$ cat src/rtl/decode_issue_queue.sv
// rtl/decode_issue_queue.sv - decode-to-issue valid/ready FIFO with occupancy and whole-queue flush
module decode_issue_queue #(
    parameter int PAYLOAD_W   = 97,
    parameter int DEPTH       = 2,
    parameter int AFULL_LEVEL = DEPTH - 1,
    parameter int PASSTHROUGH = 0,
    localparam int CW         = $clog2(DEPTH + 1)
) (
    input  logic                 clk,
    input  logic                 resetn,
    input  logic                 snoop_hit,
    input  logic                 bco_valid,
    input  logic                 i_valid,
    output logic                 i_ready,
    input  logic [PAYLOAD_W-1:0] i_payload,
    output logic                 o_valid,
    input  logic                 o_ready,
    output logic [PAYLOAD_W-1:0] o_payload,
    output logic [CW-1:0]        o_count,
    output logic                 o_afull
);

    generate
        if (PASSTHROUGH != 0) begin : g_pt
            // Wire-through build: no storage, so clock, reset and flush have nothing to act on.
            logic unused_pt;
            assign unused_pt = ^{clk, resetn, snoop_hit, bco_valid};

            assign o_valid   = i_valid;
            assign o_payload = i_payload;
            assign i_ready   = o_ready;
            assign o_count   = '0;
            assign o_afull   = 1'b0;
        end else begin : g_fifo
            localparam int AW = $clog2(DEPTH);
            localparam logic [CW-1:0] FULL_C  = CW'(DEPTH);
            localparam logic [CW-1:0] AFULL_C = CW'(AFULL_LEVEL);

            logic [PAYLOAD_W-1:0] mem_q [DEPTH];
            logic [AW-1:0]        wr_ptr_q, wr_ptr_d;
            logic [AW-1:0]        rd_ptr_q, rd_ptr_d;
            logic [CW-1:0]        count_q, count_d;
            logic                 flush, push, pop;

            // i_ready looks only at registered occupancy, so a full queue refuses input even while popping.
            assign i_ready = (count_q != FULL_C);
            assign o_valid = (count_q != '0);
            assign flush   = snoop_hit | bco_valid;
            assign push    = i_valid & i_ready & ~flush;
            assign pop     = o_valid & o_ready & ~flush;

            always_comb begin
                wr_ptr_d = wr_ptr_q;
                rd_ptr_d = rd_ptr_q;
                count_d  = count_q;
                if (flush) begin
                    wr_ptr_d = '0;
                    rd_ptr_d = '0;
                    count_d  = '0;
                end else begin
                    if (push) wr_ptr_d = wr_ptr_q + AW'(1);
                    if (pop)  rd_ptr_d = rd_ptr_q + AW'(1);
                    if (push && !pop)      count_d = count_q + CW'(1);
                    else if (pop && !push) count_d = count_q - CW'(1);
                end
            end

            always_ff @(posedge clk or negedge resetn) begin
                if (!resetn) begin
                    wr_ptr_q <= '0;
                    rd_ptr_q <= '0;
                    count_q  <= '0;
                end else begin
                    wr_ptr_q <= wr_ptr_d;
                    rd_ptr_q <= rd_ptr_d;
                    count_q  <= count_d;
                end
            end

            // Payload storage is deliberately left unreset; only pointers and count define validity.
            always_ff @(posedge clk) begin
                if (push) mem_q[wr_ptr_q] <= i_payload;
            end

            assign o_payload = mem_q[rd_ptr_q];
            assign o_count   = count_q;
            assign o_afull   = (count_q >= AFULL_C);
        end
    endgenerate

endmodule

$ cat config.mk
export PLATFORM = sky130hd
export DESIGN_NAME = decode_issue_queue
export DESIGN_NICKNAME = d
export VERILOG_FILES = /design/src/rtl/decode_issue_queue.sv
export SDC_FILE = /design/constraint.sdc
export NUM_CORES = 1
export LEC_CHECK = 0
export BUFFER_PORTS_ARGS = -buffer_cell sky130_fd_sc_hd__buf_4
export CAP_MARGIN = 5
export CORE_MARGIN = 2
export CORE_UTILIZATION = 50
export CTS_CLUSTER_DIAMETER = 100
export DETAILED_ROUTE_END_ITERATION = 7
export PLACE_DENSITY = 0.77
export SLEW_MARGIN = 20
export SYNTH_ARGS = -nofsm -noshare
export SYNTH_HDL_FRONTEND = slang
export SYNTH_SLANG_ARGS = --single-unit
$ cat constraint.sdc
create_clock -name clk -period 13.2 [get_ports clk]
set_input_delay 2.64 -clock clk [delete_from_list [all_inputs] [get_ports clk]]
set_output_delay 2.64 -clock clk [all_outputs]
set_load 0.02 [all_outputs]
==> results of run 1 <==
## cells in the final DEF, fill, tap and decap left out, drive strengths merged, types with 2 or more instances in the layout
cell,instances
inv,7
edfxtp,194
dfrtp,4
clkinv,3
clkinvlp,4
buf,209
mux2,97
nor3,3
a21oi,2
nor2b,2
ha,3
xnor2,4
clkbuf,19
bufinv,3
## synthesized netlist by cell type
master	n	share of area
nor4_1	1	0.00086
dfrtp_1	4	0.014
nor4b_1	1	0.0012
nor2b_4	1	0.0019
maj3_1	1	0.0014
nor2b_1	1	0.00086
edfxtp_1	194	0.80
buf_4	1	0.0010
buf_6	3	0.0046
mux2_1	1	0.0015
ha_1	3	0.0052
a2111oi_2	1	0.0021
inv_1	5	0.0026
a21oi_1	2	0.0014
nand2b_4	1	0.0019
xnor2_1	4	0.0048
nor2_1	1	0.00051
nor3_1	3	0.0021
mux2_2	96	0.15
buf_2	7	0.0048
## cells by family (layout without fill, tap and decap cells)
family / Yosys count / after routing / share of synthesized area
XOR/XNOR: 4 / 4 / 0.00481
multiplexers: 97 / 97 / 0.150
buffers and inverters: 16 / 245 / 0.0130
AO/OA/AOI/OAI: 3 / 3 / 0.00343
adder cells (fa/ha/maj): 4 / 4 / 0.00652
flip-flops: 198 / 198 / 0.813
AND/OR/NAND/NOR: 9 / 9 / 0.00927
## worst max-delay path by stage
| stage | startpoint | end | slack, ps | cells after the start |
|---|---|---|---|---|
| floorplan | snoop_hit | g_fifo.mem_q[0][0] | 320 | 1 |
| global placement | g_fifo.rd_ptr_q | o_payload[44] | 8500 | 3 |
| detailed placement | g_fifo.rd_ptr_q | o_payload[44] | 8470 | 3 |
| CTS | g_fifo.rd_ptr_q | o_payload[44] | 8000 | 3 |
| global route | g_fifo.rd_ptr_q | o_payload[44] | 8200 | 3 |
| finish | g_fifo.rd_ptr_q | o_payload[62] | 8340 | 3 |
## worst max-delay path, cell delays in order, from the launching register on
cell     delay, ps
dfrtp_4        510
buf_6          650
mux2_2         420
buf_4          160
## power groups by stage
stage                     combinational (uW)  sequential [uW]  clock, uW
final                                    104              709        512
after global routing                     111              710        546
after CTS                                106              709        521
after detailed placement                 105              723          0
after global placement                   103              722          0
after floorplan                         49.4              726          0
## per-stage QoR
step                std cells  instance area [sq um]  worst slack, ps  hold slack, ps   util
floorplan                 331                   7290              318             539      -
global placement          713                   9040             8500             584  0.629
detailed placement        713                   9040             8470             615  0.629
CTS                       744                   9620             8000             624  0.670
global route              744                   9630             8200             679  0.670
finish                    744                   9630             8340             614  0.670
## cell type report
cell class              instances  area, sq um  share of cell area
clock buffers                  19          433              0.0450
well taps                     184          230              0.0239
flip-flops and latches        198         5930               0.616
clock inverters                12          154              0.0160
multi-input cells             117         1290               0.134
repair buffers                209         1570               0.163
inverters                       5         18.8             0.00195
## sequential cells by signal (all words and copies together) (netlist names)
name	count
g_fifo.rd_ptr_q	1
g_fifo.mem_q	194
o_count	2
g_fifo.wr_ptr_q	1
## per-layer routing
| layer | up-vias | GRT usage | part of all wire |
|---|---|---|---|
| met1 | 1819 | 0.207 | 0.40 |
| met4 | 0 | 0.0727 | 0.021 |
| li1 | 1739 | - | - |
| met5 | - | 0 | 0 |
| met3 | 19 | 0.0601 | 0.076 |
| met2 | 138 | 0.273 | 0.50 |
==> results.md, run 1 <==
- Post-CTS sizing: 0
- Total negative slack: 0 ps
- Num Clock Sinks: 198
- Chip width: 125 um
- Syn Area/Cell: 22.0 sq um
- Sequential fraction of design power: 0.535
- Antenna Cells: 0
- Setup repair bufs after CTS: 0
- Starting Density: 0.507
- Worst R2R Start: o_count[0]
- Fin. max-slew vios: 0
- FF-to-FF path depth: 5
- Initial antenna violation count: 0
- Max-cap violation count: 0
- Slew @ Worst Pin: 829 ps
- Vias/cell: 4.99
- VDD IR max: 0.0814 mV
- Hold path depth: 2
- Row count: 44
- Hold path start: g_fifo.wr_ptr_q
- F_max: 206 MHz
- WHS Endpoint: g_fifo.wr_ptr_q
- I/O pins: 205
- Residual DRC: 0
- Final Hold Viols: 0
- Critical Path RT: 10560 ps
- RSZ-0062 raised after global routing: false
- CP max FO: 89
- P&R area growth vs syn: 32.1%
- HPWL Detailed: 8610 um
- PortBufs: 204
- First-pass GRT wire length: 20000 um
- GRT Resource Usage Total: 0.169
- R2R Path End: g_fifo.mem_q[1][63]
- Internal power: 1060 uW
- Vias in the first global route: 3948
- Switching power: 269 uW
- CP endpoint kind: output port
- Minimum clock period: 4860 ps
- Die ar.: 0.0156 sq mm
- Root Buffer: clkbuf_16
- Grt ovf: 0
- Hold-fix buffers, CTS: 0
- Relative slew slack: 0.448
- Crit path launch type: register
- Leakage: 0.00352 uW
- Total power: 1320 uW
- Power Dens Cells: 138 mW/mm^2
- Placer congestion estimate: 0.739
- Clock Skew: 8.62 ps
- Total CTS buffers: 17
- Final nets: 654
- Synth warn: 0
- Overall routed net length: 13100 um
- Total vias in the final route: 3715
- Kind of critical path: reg -> out
- Share of post-route cells with drive strength above 1: 0.604
- Largest net degree at the start of global routing: 90
- Core area: 0.0144 sq mm
- Final setup viols: 0
- Fillcell total: 996
- Sequential share of the synthesized area: 0.813
- #FFs+latches synth: 198
- Gate power share: 0.079
- Antenna Violating Nets Remaining: 0
- Clk pwr share: 0.386
- Max clock buf depth: 2
- Clock Pin Slew Worst Setup and Hold Paths: 70 ps
- DRT iter0 DRCs: 238
- Die H: 125 um
- Min-delay worst type: reg -> reg
- Syn Nets: 437
- DR WL/cell: 17.6 um
- Outcome: finished clean
- TritonCTS clock tree: yes
- Synth Instances: 331
- Worst R2R Setup Slack: 11050 ps
- Synth unique cells: 20
- Final period util: 0.368
- Number of detailed-route iterations in the first pass: 5
- Post-synthesis cell area: 0.00729 sq mm
- Arrival time at the worst endpoint: 2220 ps
- Net Sw Frac: 0.203
- H-tree Lvls: 4
- Worst-Skew Late Latency: 420 ps
No activity file was read; power rests on OpenSTA's default activity.
==> run 2, diff against run 1 <==
--- a/config.mk
+++ b/config.mk
@@ -8,10 +8,10 @@
 export BUFFER_PORTS_ARGS = -buffer_cell sky130_fd_sc_hd__buf_4
 export CAP_MARGIN = 5
 export CORE_MARGIN = 2
-export CORE_UTILIZATION = 50
+export CORE_UTILIZATION = 47
 export CTS_CLUSTER_DIAMETER = 100
 export DETAILED_ROUTE_END_ITERATION = 7
-export PLACE_DENSITY = 0.77
+export PLACE_DENSITY = 0.76
 export SLEW_MARGIN = 20
 export SYNTH_ARGS = -nofsm -noshare
 export SYNTH_HDL_FRONTEND = slang
==> constraint.sdc (replaced) <==
create_clock -name clk -period 4.35 [get_ports clk]
set_input_delay 0.87 -clock clk [delete_from_list [all_inputs] [get_ports clk]]
set_output_delay 0.87 -clock clk [all_outputs]
set_load 0.02 [all_outputs]
==> run 2 against run 1 <==
  * Count of clock-buffer cells in the layout is 2 lower
  * Global-route usage is 0.77 points lower
  * Routed wire length is 1.4% higher
  * Clock power grew to 3.1 times the previous value
  * Clock skew is 3.2 ps lower
  * Highest routed layer unchanged
  * First-iteration DRC count is 2.9% lower
  * Final cell count is 0.67% higher
  * Setup slack worse by 7000 ps
  * Hold slack worse by 380 ps
  * Sequential share of layout area is 0.23 points lower
  * Die area is 6.2% higher
==> results.md, run 2 (synthesis results as in run 1) <==
- Final period util: 0.703
- CP max FO: 62
- Relative slew slack: 0.404
- DRT iter0 DRCs: 231
- Net Sw Frac: 0.207
- Final Hold Viols: 0
- Fin area: 0.00966 sq mm
- PortBufs: 204
- Post-placement cell area: 0.00906 sq mm
- Total vias in the final route: 3744
- Leakage: 0.00354 uW
- R2R Path End: g_fifo.mem_q[1][66]
- Fin. max-slew vios: 0
- Post-CTS sizing: 0
- Outcome: finished clean
- Max clock buf depth: 2
- F_max: 327 MHz
- Largest register FFs: 194
- Power Dens Cells: 419 mW/mm^2
- Internal power: 3210 uW
- Share of post-route cells with drive strength above 1: 0.610
- H-tree Lvls: 4
- DR WL/cell: 17.7 um
- Largest net degree at the start of global routing: 66
- M1 WL: 5340 um
- Largest register by flop count: g_fifo.mem_q
- Core area: 0.0152 sq mm
- Initial antenna violation count: 0
- Fillcell total: 1058
- Hold Slack: 236 ps
- Multi-input logic area: 0.00130 sq mm
- Vias/cell: 5.00
- Overall routed net length: 13300 um
- Worst Setup SP: g_fifo.rd_ptr_q
- RSZ-0062 raised after global routing: false
- Critical Path RT: 3480 ps
- Register area: 0.00593 sq mm
- HPWL Detailed: 8570 um
- Clock Skew: 5.40 ps
- Final setup viols: 0
- CP Cell Sequence: buf_12 > mux2_2 > buf_4
- First-pass GRT wire length: 20100 um
- Slew @ Worst Pin: 894 ps
- Switching power: 838 uW
- Row count: 45
- I/O pins: 205
- Max-cap violation count: 0
- Root Buffer: clkbuf_16
- Worst-Skew Late Latency: 420 ps
- Starting Density: 0.479
- CP endpoint kind: output port
- Clk pwr share: 0.390
- Grt ovf: 0
- Chip width: 129 um
- CP max-delay cell: dfrtp_4
- Placer congestion estimate: 0.751
- Arrival time at the worst endpoint: 2190 ps
- Critical Path Max Stage Delay: 760 ps
- Most frequent cells in the layout: 208 x buf_4, 194 x edfxtp_1, 96 x mux2_2
- Num Clock Sinks: 198
- Residual DRC: 0
- Sequential fraction of design power: 0.532
- Met3 Routed Length: 1170 um
- Minimum clock period: 3060 ps
- Setup repair bufs after CTS: 0
- TritonCTS clock tree: yes
- Antenna Cells: 0
- Worst R2R Start: o_count[0]
- Hold-fix buffers, CTS: 0
- Number of detailed-route iterations in the first pass: 4
- FF-to-FF path depth: 5
- Die H: 129 um
- Top Layer Used: met4
- P&R area growth vs syn: 32.6%
- Routed wire length on met2: 6590 um
- Gate power share: 0.078
- VDD IR max: 0.262 mV
- Clock Pin Slew Worst Setup and Hold Paths: 70 ps
- Commonest non-fill, non-tap cell in the layout: buf_4
- Antenna Violating Nets Remaining: 0
- GRT Resource Usage Total: 0.161
- Kind of critical path: reg -> out
- Total CTS buffers: 17
- Final nets: 654
- Crit path launch type: register
- Die ar.: 0.0165 sq mm
- Worst R2R Setup Slack: 2070 ps
- Vias in the first global route: 3925
- Min-delay worst type: in -> async
-- run 2: cell type report --
| class | count | share of cell area |
|---|---|---|
| Inverter | 5 | 0.00194 |
| Sequential cell | 198 | 0.614 |
| Clock inverter | 15 | 0.0181 |
| Clock buffer | 17 | 0.0440 |
| Timing Repair Buffer | 209 | 0.164 |
| Multi-Input combinational cell | 117 | 0.134 |
| Tap cell | 188 | 0.0243 |
-- run 2: stage by stage --
step                      setup TNS (ps)  power, uW  cells  utilization  worst slack (ps)
after floorplan                   -28230       2350    331            -              -165
after global placement                 0       2500    717        0.596              1730
after detailed placement               0       2510    717        0.596              1710
after CTS                              0       4090    749        0.636              1250
after global routing                   0       4180    749        0.636              1190
final                                  0       4050    749        0.636              1290
-- run 2: layer usage --
layer / GRT usage / up-vias
met5: 0 / -
met3: 0.0599 / 17
met2: 0.267 / 148
li1: - / 1740
met4: 0.0595 / 0
met1: 0.195 / 1839
-- run 2: worst max-delay path: cells and delay by family (launching register included) --
| family | cells | cell delay [ps] |
|---|---|---|
| mux | 1 | 420 |
| flops | 1 | 760 |
| buf+inv | 2 | 560 |
-- run 2: power groups by stage --
stage               registers (uW)  logic, uW  clock network (uW)
floorplan                     2190        151                   0
finish                        2150        315                1580
detailed placement            2200        317                   0
global placement              2190        310                   0
global route                  2160        336                1690
CTS                           2150        319                1620
-- run 2: worst max path at each step --
stage,end,cells past startpoint
after floorplan,g_fifo.mem_q[1][0],2
after global placement,o_payload[67],3
after detailed placement,o_payload[66],3
after CTS,o_payload[66],3
after global routing,o_payload[66],3
final,o_payload[66],3
==> run 3, diff against run 2 <==
--- a/config.mk
+++ b/config.mk
@@ -8,10 +8,10 @@
 export BUFFER_PORTS_ARGS = -buffer_cell sky130_fd_sc_hd__buf_4
 export CAP_MARGIN = 5
 export CORE_MARGIN = 2
-export CORE_UTILIZATION = 47
+export CORE_UTILIZATION = 50
 export CTS_CLUSTER_DIAMETER = 100
 export DETAILED_ROUTE_END_ITERATION = 7
-export PLACE_DENSITY = 0.76
+export PLACE_DENSITY = 0.77
 export SLEW_MARGIN = 20
 export SYNTH_ARGS = -nofsm -noshare
 export SYNTH_HDL_FRONTEND = slang
==> constraint.sdc (replaced) <==
create_clock -name clk -period 3.1 [get_ports clk]
set_input_delay 0.62 -clock clk [delete_from_list [all_inputs] [get_ports clk]]
set_output_delay 0.62 -clock clk [all_outputs]
set_load 0.02 [all_outputs]
==> run 3 against run 2 <==
  * Critical path depth stayed put
  * Flip-flop and latch count stayed put
  * Sequential power is 40% higher
  * Design area is 0.41% higher
  * Highest routed layer unchanged
==> results.md, run 3 (synthesis results as in run 1) <==
- Critical Path RT: 2480 ps
- Net Sw Frac: 0.204
- Commonest non-fill, non-tap cell in the layout: buf_4
- Share of post-route cells with drive strength above 1: 0.613
- Total negative slack: 0 ps
- Chip width: 125 um
- Arrival time at the worst endpoint: 2000 ps
- Largest register FFs: 194
- Total vias in the final route: 3758
- Fin. max-slew vios: 0
- Row count: 44
- Sequential fraction of design power: 0.545
- Largest net degree at the start of global routing: 56
- Antenna Violating Nets Remaining: 0
- Number of detailed-route iterations in the first pass: 6
- Starting Density: 0.507
- Delay-heaviest family, CP: flip-flops
- TritonCTS clock tree: yes
- HPWL Detailed: 9130 um
- H-tree Lvls: 4
- CP max FO: 55
- Most frequent cells in the layout: 205 x buf_4, 194 x edfxtp_1, 96 x mux2_2
- DRT iter0 DRCs: 238
- Minimum clock period: 2620 ps
- Initial antenna violation count: 0
- Slack of the critical path: 483 ps
- Overall routed net length: 13500 um
- Worst-Skew Late Latency: 420 ps
- I/O pins: 205
- Post-CTS sizing: 0
- Vias in the first global route: 3943
- Clock Skew: 6.21 ps
- Final nets: 656
- Total CTS buffers: 17
- Outcome: finished clean
- Die ar.: 0.0156 sq mm
- Critical Path Max Stage Delay: 620 ps
- Final setup viols: 0
- Leakage: 0.00353 uW
- Die H: 125 um
- Max clock buf depth: 2
- Largest register by flop count: g_fifo.mem_q
- Internal power: 4410 uW
- CP max-delay cell: dfrtp_4
- VDD IR max: 0.392 mV
- First-pass GRT wire length: 20600 um
- RSZ-0062 raised after global routing: false
- Grt ovf: 0
- Power Dens Cells: 571 mW/mm^2
- Setup WS pre-CTS: 953 ps
- Slew @ Worst Pin: 651 ps
- Relative slew slack: 0.564
- Final Hold Viols: 0
- Residual DRC: 0
- CP Cell Sequence: buf_12 > mux2_2 > buf_4
- DR WL/cell: 18.1 um
- F_max: 382 MHz
- Placer congestion estimate: 0.736
- Worst R2R Setup Slack: 1000 ps
- GRT Resource Usage Total: 0.175
- Crit path launch type: register
- Min-delay worst type: in -> reg
- Max-cap violation count: 0
- Antenna Cells: 0
- P&R area growth vs syn: 33.2%
- Vias/cell: 5.03
- Kind of critical path: reg -> out
- PortBufs: 204
- Gate power share: 0.082
- Clock Pin Slew Worst Setup and Hold Paths: 70 ps
- Num Clock Sinks: 198
- Core area: 0.0144 sq mm
- CP endpoint kind: output port
- Switching power: 1130 uW
- Crit path buf inv count: 2
- Clk pwr share: 0.373
- Root Buffer: clkbuf_16
- Final period util: 0.844
==> run 3: repair_timing <==
item / 4_1_cts / 5_1_grt
hold buffers: 1 / 0
setup buffers: 0 / 0
endpoints found under the hold margin: 4 / 0
endpoints found under the setup margin: 0 / 0
==> run 3: metrics by stage <==
stage               total power, uW  hold slack, ps  area, sq um  instances  utilization
floorplan                      3290             324         7330        331            -
CTS                            5590             361         9700        747        0.675
finish                         5540             382         9700        747        0.675
detailed placement             3540             419         9130        714        0.635
global placement               3520             420         9130        714        0.635
global route                   5730             361         9700        747        0.675
==> run 3: area by class of cell <==
cell class | count | area, sq um
inverter | 5 | 18.8
clock inverter | 15 | 139
tap | 184 | 230
clock buffer | 17 | 425
sequential | 198 | 5930
fill | 986 | 4660
multi-input combinational | 117 | 1310
timing repair buffer | 211 | 1650
==> run 3: power groups by stage <==
| stage | registers, uW | logic (uW) | clock network (uW) |
|---|---|---|---|
| after floorplan | 3080 | 213 | 0 |
| after global placement | 3080 | 442 | 0 |
| after detailed placement | 3080 | 456 | 0 |
| after CTS | 3020 | 461 | 2110 |
| after global routing | 3030 | 484 | 2220 |
| final | 3020 | 455 | 2060 |
==> run 3: worst paths after layout <==
path | start | to | depth (start not counted)
worst min-delay path | i_payload[9] | g_fifo.mem_q[1][9] | 1
worst max register to register | o_count[1] | g_fifo.mem_q[1][85] | 4
max in group asynchronous | resetn | g_fifo.rd_ptr_q | 2
worst max-delay path | g_fifo.rd_ptr_q | o_payload[32] | 3
min in group asynchronous | resetn | g_fifo.rd_ptr_q | 2
worst min register to register | g_fifo.wr_ptr_q | g_fifo.wr_ptr_q | 2
==> run 3: per-layer routing <==
layer / vias to the layer above / GRT usage / wire [um]
met5: - / 0 / 0
met2: 145 / 0.279 / 6590
li1: 1747 / - / -
met4: 0 / 0.0654 / 247
met1: 1846 / 0.214 / 5430
met3: 20 / 0.0743 / 1260
